<file path="src/rtl/booth_mul_seq_pkg.sv">
// Shared ALU definitions for the sequential Booth multiplier: FSM encoding,
// Booth step select codes and the default operand width.
package booth_mul_seq_pkg;

    localparam int DEFAULT_WIDTH = 3;

    typedef enum logic [1:0] {
        IDLE = 2'd0,
        CALC = 2'd1,
        DONE = 2'd2
    } state_t;

    typedef enum logic [1:0] {
        BOOTH_NOP = 2'd0,
        BOOTH_ADD = 2'd1,
        BOOTH_SUB = 2'd2
    } booth_op_t;

    // Radix-2 Booth recoding of the current multiplier bit pair {Q[0], q_1}.
    function automatic booth_op_t booth_select(input logic q0, input logic q_1);
        booth_op_t op;
        case ({q0, q_1})
            2'b01:   op = BOOTH_ADD;
            2'b10:   op = BOOTH_SUB;
            default: op = BOOTH_NOP;
        endcase
        return op;
    endfunction

endpackage

</file>
<file path="src/rtl/booth_mul_seq_neg.sv">
// Two's-complement negation, used to precompute -M when an operation is loaded.
module booth_mul_seq_neg #(
    parameter int WIDTH = 4
) (
    input  logic [WIDTH-1:0] x,
    output logic [WIDTH-1:0] y
);

    assign y = ~x + WIDTH'(1);

endmodule

</file>
<file path="src/rtl/booth_mul_seq.sv">
// Sequential radix-2 Booth multiplier: one recoding step per cycle, WIDTH steps,
// registered 2*WIDTH-bit signed product with a start/ready/busy/done handshake.
module booth_mul_seq
    import booth_mul_seq_pkg::*;
#(
    parameter int WIDTH = DEFAULT_WIDTH,
    parameter int CNT_W = $clog2(WIDTH + 1)
) (
    input  logic                 clk,
    input  logic                 rst,
    input  logic                 start,
    input  logic [WIDTH-1:0]     a,
    input  logic [WIDTH-1:0]     b,
    output logic                 ready,
    output logic                 busy,
    output logic                 done,
    output logic [2*WIDTH-1:0]   product
);

    state_t               state_reg;
    state_t               state_next;
    logic [WIDTH:0]       m_reg;
    logic [WIDTH:0]       neg_m_reg;
    logic [WIDTH:0]       acc_reg;
    logic [WIDTH-1:0]     q_reg;
    logic                 q1_reg;
    logic [CNT_W-1:0]     cnt_reg;
    logic [2*WIDTH-1:0]   product_reg;

    logic [WIDTH:0]       a_ext;
    logic [WIDTH:0]       neg_a_ext;
    logic [WIDTH:0]       sum_next;
    logic [2*WIDTH+1:0]   shift_next;
    logic                 last_step;
    booth_op_t            op;

    // The extra bit keeps -M representable when a is the most negative value.
    assign a_ext = {a[WIDTH-1], a};

    booth_mul_seq_neg #(
        .WIDTH(WIDTH + 1)
    ) u_neg (
        .x(a_ext),
        .y(neg_a_ext)
    );

    assign last_step = (cnt_reg == CNT_W'(1));

    always_comb begin
        op       = booth_select(q_reg[0], q1_reg);
        sum_next = acc_reg;
        case (op)
            BOOTH_ADD: sum_next = acc_reg + m_reg;
            BOOTH_SUB: sum_next = acc_reg + neg_m_reg;
            default:   sum_next = acc_reg;
        endcase
        // Arithmetic right shift of {ACC', Q, q_1}; the old q_1 falls off the end.
        shift_next = {sum_next[WIDTH], sum_next, q_reg};
    end

    always_comb begin
        state_next = state_reg;
        case (state_reg)
            IDLE:    if (start) state_next = CALC;
            CALC:    if (last_step) state_next = DONE;
            DONE:    state_next = IDLE;
            default: state_next = IDLE;
        endcase
    end

    always_ff @(posedge clk) begin
        if (rst) begin
            state_reg <= IDLE;
        end else begin
            state_reg <= state_next;
        end
    end

    always_ff @(posedge clk) begin
        if (rst) begin
            m_reg       <= '0;
            neg_m_reg   <= '0;
            acc_reg     <= '0;
            q_reg       <= '0;
            q1_reg      <= 1'b0;
            cnt_reg     <= '0;
            product_reg <= '0;
        end else begin
            case (state_reg)
                IDLE: begin
                    if (start) begin
                        m_reg     <= a_ext;
                        neg_m_reg <= neg_a_ext;
                        acc_reg   <= '0;
                        q_reg     <= b;
                        q1_reg    <= 1'b0;
                        cnt_reg   <= CNT_W'(WIDTH);
                    end
                end
                CALC: begin
                    acc_reg <= shift_next[2*WIDTH+1:WIDTH+1];
                    q_reg   <= shift_next[WIDTH:1];
                    q1_reg  <= shift_next[0];
                    cnt_reg <= cnt_reg - CNT_W'(1);
                    if (last_step) begin
                        product_reg <= shift_next[2*WIDTH:1];
                    end
                end
                default: ;
            endcase
        end
    end

    assign ready   = (state_reg == IDLE);
    assign busy    = (state_reg == CALC);
    assign done    = (state_reg == DONE);
    assign product = product_reg;

endmodule

</file>
<file path="config.mk">
export PLATFORM = sky130hd
export DESIGN_NAME = booth_mul_seq
export DESIGN_NICKNAME = d
export VERILOG_FILES = /design/src/rtl/booth_mul_seq_pkg.sv /design/src/rtl/booth_mul_seq_neg.sv /design/src/rtl/booth_mul_seq.sv
export SDC_FILE = /design/constraint.sdc
export NUM_CORES = 1
export LEC_CHECK = 0
export CAP_MARGIN = 20
export CORE_MARGIN = 2
export CORE_UTILIZATION = 51
export DETAILED_ROUTE_END_ITERATION = 12
export HOLD_SLACK_MARGIN = 0.05
export PLACE_DENSITY = 0.86
export SYNTH_ARGS = -nofsm -noshare
export SYNTH_HDL_FRONTEND = slang
export SYNTH_SLANG_ARGS = --single-unit
</file>
<file path="constraint.sdc">
create_clock -name clk -period 2.5 [get_ports clk]
set_input_delay 0.625 -clock clk [delete_from_list [all_inputs] [get_ports clk]]
set_output_delay 0.625 -clock clk [all_outputs]
set_load 0.05 [all_outputs]
</file>
After elaboration in Yosys (flattened, before gate mapping)
Cells that the tools add are included.
{ "totals": {"reg_bits": 25, "wordCells": 41} }
{ "op_classes": {"n_addsub": 4, "n_eq_ne": 9, "mux": 13, "bitwise_logic": 1, "n_reduce_logical": 6} }
{ "ops": {"columns": ["operator", "n"], "rows": [
  ["$pmux W4 S2", 2],
  ["$pmux W2 S2", 3],
  ["$add A4 B4 Y4", 2],
  ["$eq A2 B1 Y1 const B", 4],
  ["$reduce_and A2 Y1", 4],
  ["$eq A2 B2 Y1 const B", 3],
  ["$mux W2", 3],
  ["$pmux W3 S2", 1],
  ["$add A4 B1 Y4 const B", 1],
  ["$mux W4", 1],
  ["$not A4 Y4", 1],
  ["$mux W3", 1],
  ["$logic_not A2 Y1", 1],
  ["$ne A2 B1 Y1 const B", 1],
  ["$ne A2 B2 Y1 const B", 1],
  ["$pmux W1 S2", 1],
  ["$reduce_bool A2 Y1", 1],
  ["$sub A2 B1 Y2 const B", 1],
  ["$mux W1", 1]
]} }

Logic depth before layout (Yosys ltp)
Gate-level depths: netlist of the first run.
{ "depth": {"word_depth": 5, "ltp_mapped": 8, "depth_no_buf": 8} }

Cells and area by module
From an unflattened synthesis of the first run, not the netlist that was laid out.
{ "hier_totals": {"cells_unflattened": 144, "hier_area_um2": 1184.9} }
{ "by_module_without_submodules": {"columns": ["mod", "instances", "cells_per_inst", "area_per_inst_um2", "seq_area_each_um2"], "rows": [
  ["booth_mul_seq", 1, 137, 1129.8, 480.5],
  ["booth_mul_seq_neg", 1, 7, 55.1, 0.0]
]} }

Least setup slack after synthesis of the first run
OpenSTA, ideal clock, no wires.
{ "synth_path": {"path_type": "register -> register", "from": "register q_reg[0]", "to": "register acc_reg[2]", "setup_ns": 0.116, "arrival_ns": 1.996, "t_required_ns": 2.384, "setup_slack_ns": 0.388, "path_stages_with_launch": 8, "period_less_slack_ns": 2.112, "cell_sequence": "dfxtp_1 ha_1 mux2_2 ha_1 nand3_1 and4b_4 or3_1 a31o_1"} }
{ "synth_via": {"elab_chain_len": 5} }
{ "synth_lines": {"columns": ["item", "line", "text"], "rows": [
  ["start, declared", "booth_mul_seq.sv:25", "logic [WIDTH-1:0] q_reg;"],
  ["start signal, assigned", "booth_mul_seq.sv:102", "q_reg <= shift_next[WIDTH:1];"],
  ["$eq A2 B2 Y1 or $eq A2 B1 Y1 (tied branches)", "booth_mul_seq_pkg.sv:22", "case ({q0, q_1})"],
  ["$pmux W2 S2 (*)", "booth_mul_seq_pkg.sv:22", null],
  ["$eq A2 B2 Y1 or $eq A2 B1 Y1 (tied branches)", "booth_mul_seq.sv:52", "case (op)"],
  ["$pmux W4 S2 (*)", "booth_mul_seq.sv:52", null],
  ["$pmux W4 S2 (*)", "booth_mul_seq.sv:89", "case (state_reg)"],
  ["end signal, assigned", "booth_mul_seq.sv:101", "acc_reg <= shift_next[2*WIDTH+1:WIDTH+1];"],
  ["end, declared", "booth_mul_seq.sv:24", "logic [WIDTH:0] acc_reg;"]
]} }
Every way passes the cells marked *; elsewhere a longest branch is shown, timed or not.
A chain may end at the register's enable or synchronous reset.

Final worst setup path of the first run
{ "layout_path": {"from": "register state_reg[1]", "to": "output port ready"} }
{ "layout_via": {"elab_chain_len": 1} }
{ "layout_lines": {"columns": ["item", "line", "text"], "rows": [
  ["start, declared", "booth_mul_seq.sv:20", "state_t state_reg;"],
  ["start signal, assigned", "booth_mul_seq.sv:75", "state_reg <= state_next;"],
  ["$logic_not A2 Y1", "booth_mul_seq.sv:114", "assign ready = (state_reg == IDLE);"],
  ["end, declared", "booth_mul_seq.sv:14", "output logic ready,"]
]} }
Every way passes these cells.

==> impl_metrics.tcl, run 1 <==
set metrics [dict create \
    min_path_type "reg2reg" \
    synth_top_area_share_pct 42.3 \
    drive_above_1_share_pct 6.71 \
    r2r_slack_ns 0.23 \
    cts_buffers 3 \
    final_cells 176 \
    root_buffer "clkbuf_4" \
    cts_tree "built" \
    p_leak_nw 0.520 \
    whs_path_depth 2 \
    area_growth_pct 20.0 \
    start_util_pct 54.9 \
    wire_per_inst_um 12.9 \
    syn_avg_cell_area_um2 8.25 \
    grt_start_max_net_pins 16 \
    drv_slew 0 \
    yosys.cell_types.count 31 \
    hold_viol 0 \
    clock_latency_ns 0.32 \
    core-area_um2 1980 \
    synth-xor-area-share_pct 1.61 \
    design_area_um2 1310 \
    r2r_end "acc_reg[2]$_SDFFE_PP0P_" \
    antennaDiodeCount 0 \
    antenna_found_initial 0 \
    critPathMaxStageDelay_ns 0.84 \
    synth_simple_gate_area_share_pct 23.7 \
    io_pins 18 \
    slew_headroom_pct 61.1 \
    async_flop_share_pct 0 \
    ys_seq_area_share_pct 42.3 \
    tightest_slew_ns 0.581 \
    cp_data_required_time_ns 1.88 \
    clk_pin_slew_worst_paths_ns 0.12 \
    ys_top_cells_by_count "dfxtp_1 (23), nand2_1 (23), nor2_1 (22), a21oi_1 (14)" \
    dr.pass1.iters 4 \
    finalSetupViolations 0 \
    synthAdderAreaFrac_pct 8.74 \
    holdWs_ns 0.464 \
    drc 0 \
    status "complete, no violations" \
    start_kind "register" \
    cts.sinks 23 \
    row_count 16 \
    finClkSkew_ns 0.00125 \
    setup_ws_ns 0.178 \
    htree_num_levels 1 \
    die_w_um 50.2 \
    placed_area_um2 1280 \
    synth_compound_area_share_pct 14.6 \
    cts_setup_buffers 0 \
    post_cts_resize_count 0 \
    drt-vias-per-instance 5.49 \
    hp-start "m_reg[1]$_SDFFE_PP0P_" \
    grt_pass1_wl_um 4000 \
    crit_arrival_ns 1.70 \
    synth_nets 148 \
    synthMuxAreaShare_pct 5.29 \
    port-buffer-count 17 \
    grt_remaining_overflow 0 \
    worstPathCellList "nor2_1 > clkdlybuf4s50_1" \
    num_vias 967 \
    whs_endpoint "m_reg[1]$_SDFFE_PP0P_" \
    dpl_worst_slack_ns 0.246 \
    drt_wl_total_um 2270 \
    power.total_mw 0.743 \
    drtIter0Drc 20 \
    rr_startpoint "q_reg[0]$_SDFFE_PP0P_" \
    peakVddDrop_mv 0.386 \
    netlist_instances 132 \
    fin_crit_sh_pct 92.9 \
    synth_edf_count 0 \
    power.density_nw_per_um2 569 \
    setup.worst_path.end_class "output pin" \
    dpl.cell_count 172 \
    grtUsageTotal_pct 21.1 \
    synth_top_family_by_area "simple AND/OR/NAND/NOR gates" \
    synthTopCellsByArea "dfxtp_1 (42%), nand2_1 (7.9%), nor2_1 (7.6%), ha_1 (6.9%), a21oi_1 (6.4%)" \
    clockBufferDepth 2 \
    ys_seq_elements 23 \
    die-area_um2 2520 \
    largest_register_ff_count 6 \
    synthFlopType "dfxtp_1" \
    nets 166 \
    post-route-util_pct 65.9 \
    grt_pass1_vias 914 \
    cts_hold_buf 0 \
    rsz0062_at_grt "false" \
    gp_congestion 0.796 \
    syn_area_um2 1090 \
    die_y_um 50.2 \
    timing.fmax_mhz 431 \
    crit_type "reg2out" \
    cap_viol_max_count 0 \
    cp_max_fo 5 \
    postRouteAntennaNets 0 \
    crit_slowest_cell "clkdlybuf4s50_1" \
    dp_hpwl_um 1700 \
    finalCriticalPeriod_ns 2.32 \
    tns_ns 0 \
    yosysWarnings 0 \
    r2r_cells 7 \
    synth_top_area_cell "dfxtp_1" \
]
## worst max-delay path by stage
| stage | slack [ns] | cells past startpoint | end | from |
|---|---|---|---|---|
| global placement | 0.34 | 7 | acc_reg[2]$_SDFFE_PP0P_ | q_reg[0]$_SDFFE_PP0P_ |
| finish | 0.18 | 2 | ready | state_reg[1]$_SDFFE_PP0P_ |
| global route | 0.02 | 7 | acc_reg[2]$_SDFFE_PP0P_ | q_reg[0]$_SDFFE_PP0P_ |
| detailed placement | 0.25 | 7 | acc_reg[2]$_SDFFE_PP0P_ | q_reg[0]$_SDFFE_PP0P_ |
| CTS | 0.17 | 2 | ready | state_reg[1]$_SDFFE_PP0P_ |
| floorplan | 0.39 | 7 | acc_reg[2]$_SDFFE_PP0P_ | q_reg[0]$_SDFFE_PP0P_ |
## placed cells by master (no fill, tap or decap), types with 2 or more instances in the layout
cell type	instances
nand2_1	23
dfxtp_1	23
nor2_1	22
clkdlybuf4s50_1	16
a21oi_1	14
inv_1	6
ha_1	6
nand3_1	3
a211oi_1	3
nor4_1	3
clkbuf_4	3
mux2_2	2
xnor2_1	2
o21ai_0	2
mux2i_1	2
buf_4	2
## metal layers
| metal | vias up | wire (µm) | track usage (%) |
|---|---|---|---|
| met3 | 6 | 87 | 4.17 |
| li1 | 487 | - | - |
| met2 | 21 | 1150 | 36.4 |
| met4 | 0 | 46 | 10.2 |
| met1 | 453 | 991 | 24.7 |
| met5 | - | 0 | 0 |
## report_power, final
group / leakage (nW) / internal, mW / total [mW] / switching, mW
clock: 0.0177 / 0.0600 / 0.174 / 0.114
sequential: 0.188 / 0.389 / 0.404 / 0.0149
combinational: 0.314 / 0.0654 / 0.166 / 0.100
total: 0.520 / 0.514 / 0.743 / 0.229
## cells by family (layout without fill, tap and decap cells)
logic type	count (synthesis)	in the layout
xor gates and xnor gates	2	2
buffers and inverters	11	28
DFF	23	23
muxes	5	5
AOI/OAI and AO/OA	26	26
adders and majority gates	7	7
and+or+nand+nor	58	58
## critical path: cells and delay by family, from the launching register on
kind                   cells  cell delay, ns
buffers and inverters      1            0.84
DFF                        1            0.36
and+or+nand+nor            1            0.18
## cell type report
class,count,area (µm²)
well taps,27,33.8
fillers,167,676
clock buffers,3,22.5
multi-input cells,98,587
repair buffers,18,175
clock inverters,1,5.00
inverters,6,22.5
flip-flops and latches,23,460
Power figures use the tool's default switching activity.
==> inputs of run 2 (changes only) <==
--- a/config.mk
+++ b/config.mk
@@ -7,10 +7,12 @@
 export LEC_CHECK = 0
 export CAP_MARGIN = 20
 export CORE_MARGIN = 2
-export CORE_UTILIZATION = 51
+export CORE_UTILIZATION = 53
+export CTS_BUF_LIST = sky130_fd_sc_hd__clkbuf_8
 export DETAILED_ROUTE_END_ITERATION = 12
+export GPL_TIMING_DRIVEN = 0
 export HOLD_SLACK_MARGIN = 0.05
-export PLACE_DENSITY = 0.86
+export PLACE_DENSITY = 0.88
 export SYNTH_ARGS = -nofsm -noshare
 export SYNTH_HDL_FRONTEND = slang
 export SYNTH_SLANG_ARGS = --single-unit
==> run 2 against run 1 <==
  * Utilization increased by 3.4 points
  * Worst hold slack got worse by 0.0027 ns
  * Register-to-register slack got worse by 0.05 ns
  * Critical path depth grew 5
  * Maximum frequency shrank 0.10%
  * Sequential cell count is the same
  * Clock power up 28%
  * Highest routed layer unchanged
  * First-iteration DRC count rose by 30%
==> impl_metrics.tcl, run 2 (synthesis results as in run 1) <==
set metrics [dict create \
    clk_pin_slew_worst_paths_ns 0.08 \
    drt_wl_total_um 2410 \
    core-area_um2 1940 \
    slew_headroom_pct 60.8 \
    drt-vias-per-instance 5.49 \
    hold_viol 0 \
    worstPathCellList "ha_1 > mux2_2 > ha_1 > nand3_1 > and4b_4 > or3_1 > a31o_1" \
    cts.sinks 23 \
    cp_data_required_time_ns 2.66 \
    htree_num_levels 1 \
    start_util_pct 56.1 \
    cts_buffers 3 \
    cts_setup_buffers 0 \
    largest_register_ff_count 6 \
    row_count 16 \
    cp_max_fo 4 \
    gp_congestion 0.767 \
    crit_arrival_ns 2.48 \
    p_leak_nw 0.544 \
    timing.fmax_mhz 430 \
    worst-path-stages 7 \
    finClkSkew_ns 0.00471 \
    whs_path_depth 2 \
    tns_ns 0 \
    clock_latency_ns 0.26 \
    drtIter0Drc 26 \
    path_delay_family "simple AND/OR/NAND/NOR gates" \
    post-route-util_pct 69.3 \
    wire_per_inst_um 13.4 \
    postRouteAntennaNets 0 \
    die_y_um 49.3 \
    switching_power_mw 0.231 \
    antennaDiodeCount 0 \
    cts_tree "built" \
    setup.worst_path.end_class "register" \
    fin_crit_sh_pct 93.0 \
    power.share.clock_pct 27.9 \
    finalCriticalPeriod_ns 2.32 \
    nets 170 \
    r2r_cells 7 \
    path_common_cell "ha_1" \
    die-area_um2 2430 \
    start_kind "register" \
    tightest_slew_ns 0.586 \
    layout_common_cells "nand2_1 (23), dfxtp_1 (23), nor2_1 (22), clkdlybuf4s50_1 (16), a21oi_1 (14)" \
    antenna_found_initial 0 \
    grt_pass1_vias 888 \
    dp_hpwl_um 1810 \
    internal_power_mw 0.566 \
    grt_start_max_net_pins 13 \
    status "complete, no violations" \
    drc 0 \
    port-buffer-count 17 \
    grtUsageTotal_pct 20.7 \
    io_pins 18 \
    root_buffer "clkbuf_8" \
    power.density_nw_per_um2 592 \
    clockBufferDepth 2 \
    critPathMaxStageDelay_ns 0.37 \
    crit_type "reg2reg" \
    grt_pass1_wl_um 3910 \
    grt_remaining_overflow 0 \
    num_vias 988 \
    cap_viol_max_count 0 \
    switching_share_pct 29.0 \
    drv_slew 0 \
    finalSetupViolations 0 \
    die_w_um 49.3 \
    combPwrFrac_pct 21.4 \
    worst-path-buf-inv 0 \
    min_path_type "reg2reg" \
    dr.pass1.iters 4 \
    area_growth_pct 23.6 \
    peakVddDrop_mv 0.473 \
    drive_above_1_share_pct 5.23 \
    crit_slowest_cell "dfxtp_1" \
    p_seq_share_pct 50.7 \
    rsz0062_at_grt "false" \
]
-- run 2: cell types whose count changed in the layout (fill, tap and decap cells not counted) --
| cell | previous run | this run |
|---|---|---|
| clkbuf_1 | 0 | 4 |
| dlymetal6s2s_1 | 0 | 1 |
| buf_4 | 2 | 0 |
| buf_1 | 0 | 1 |
| clkinv_2 | 1 | 0 |
| a211oi_2 | 0 | 1 |
| inv_1 | 6 | 7 |
| a211oi_1 | 3 | 2 |
| clkbuf_4 | 3 | 0 |
| clkbuf_8 | 0 | 3 |
-- run 2: worst paths after layout --
kind	startpoint	end	slack (ns)
hold reg to reg	product[0]$_SDFFE_PP0P_	product[0]$_SDFFE_PP0P_	0.46
setup reg to reg	q_reg[0]$_SDFFE_PP0P_	acc_reg[2]$_SDFFE_PP0P_	0.18
setup / recovery	q_reg[0]$_SDFFE_PP0P_	acc_reg[2]$_SDFFE_PP0P_	0.18
hold / removal	product[0]$_SDFFE_PP0P_	product[0]$_SDFFE_PP0P_	0.46
-- run 2: worst register-to-register path: cells and delay by family, from the launching register on --
family                     cells  cell delay [ns]
AOI/OAI and AO/OA              1             0.20
and+or+nand+nor                3             0.70
DFF                            1             0.37
muxes                          1             0.36
adders and majority gates      2             0.60
-- run 2: per-stage QoR --
stage               cells  setup WS, ns  power (mW)  hold slack, ns  instance area (µm²)
floorplan             132         0.388       0.525           0.428                 1090
global placement      176         0.290       0.573           0.442                 1290
detailed placement    176         0.218       0.579           0.453                 1290
CTS                   180        0.0802       0.796           0.464                 1340
global route          180        0.0713       0.834           0.489                 1350
finish                180         0.175       0.796           0.461                 1350
-- run 2: layer usage --
metal | GRT usage, % | vias up | share of wire, %
met4 | 8.57 | 0 | 1.3
met2 | 35.6 | 30 | 51
li1 | - | 491 | -
met1 | 24.5 | 461 | 44
met5 | 0 | - | 0
met3 | 4.91 | 6 | 4.1
-- run 2: power groups by stage --
stage | clock network [mW] | logic (mW) | registers (mW)
finish | 0.222 | 0.170 | 0.404
floorplan | 0 | 0.106 | 0.419
detailed placement | 0 | 0.167 | 0.412
global route | 0.243 | 0.184 | 0.407
global placement | 0 | 0.162 | 0.410
CTS | 0.224 | 0.168 | 0.403
-- run 2: final cells by class --
| cell class | instances | area (µm²) |
|---|---|---|
| Buffer | 5 | 18.8 |
| Clock buffer | 3 | 41.3 |
| Clock inverter | 1 | 3.75 |
| Fill cell | 154 | 597 |
| Inverter | 6 | 22.5 |
| Multi-Input combinational cell | 98 | 592 |
| Sequential cell | 23 | 460 |
| Tap cell | 27 | 33.8 |
| Timing Repair Buffer | 17 | 173 |
-- run 2: repair_timing --
action,4_1_cts,5_1_grt
resized for setup,0,2
hold buffers,0,0
endpoints found under the setup margin,0,2
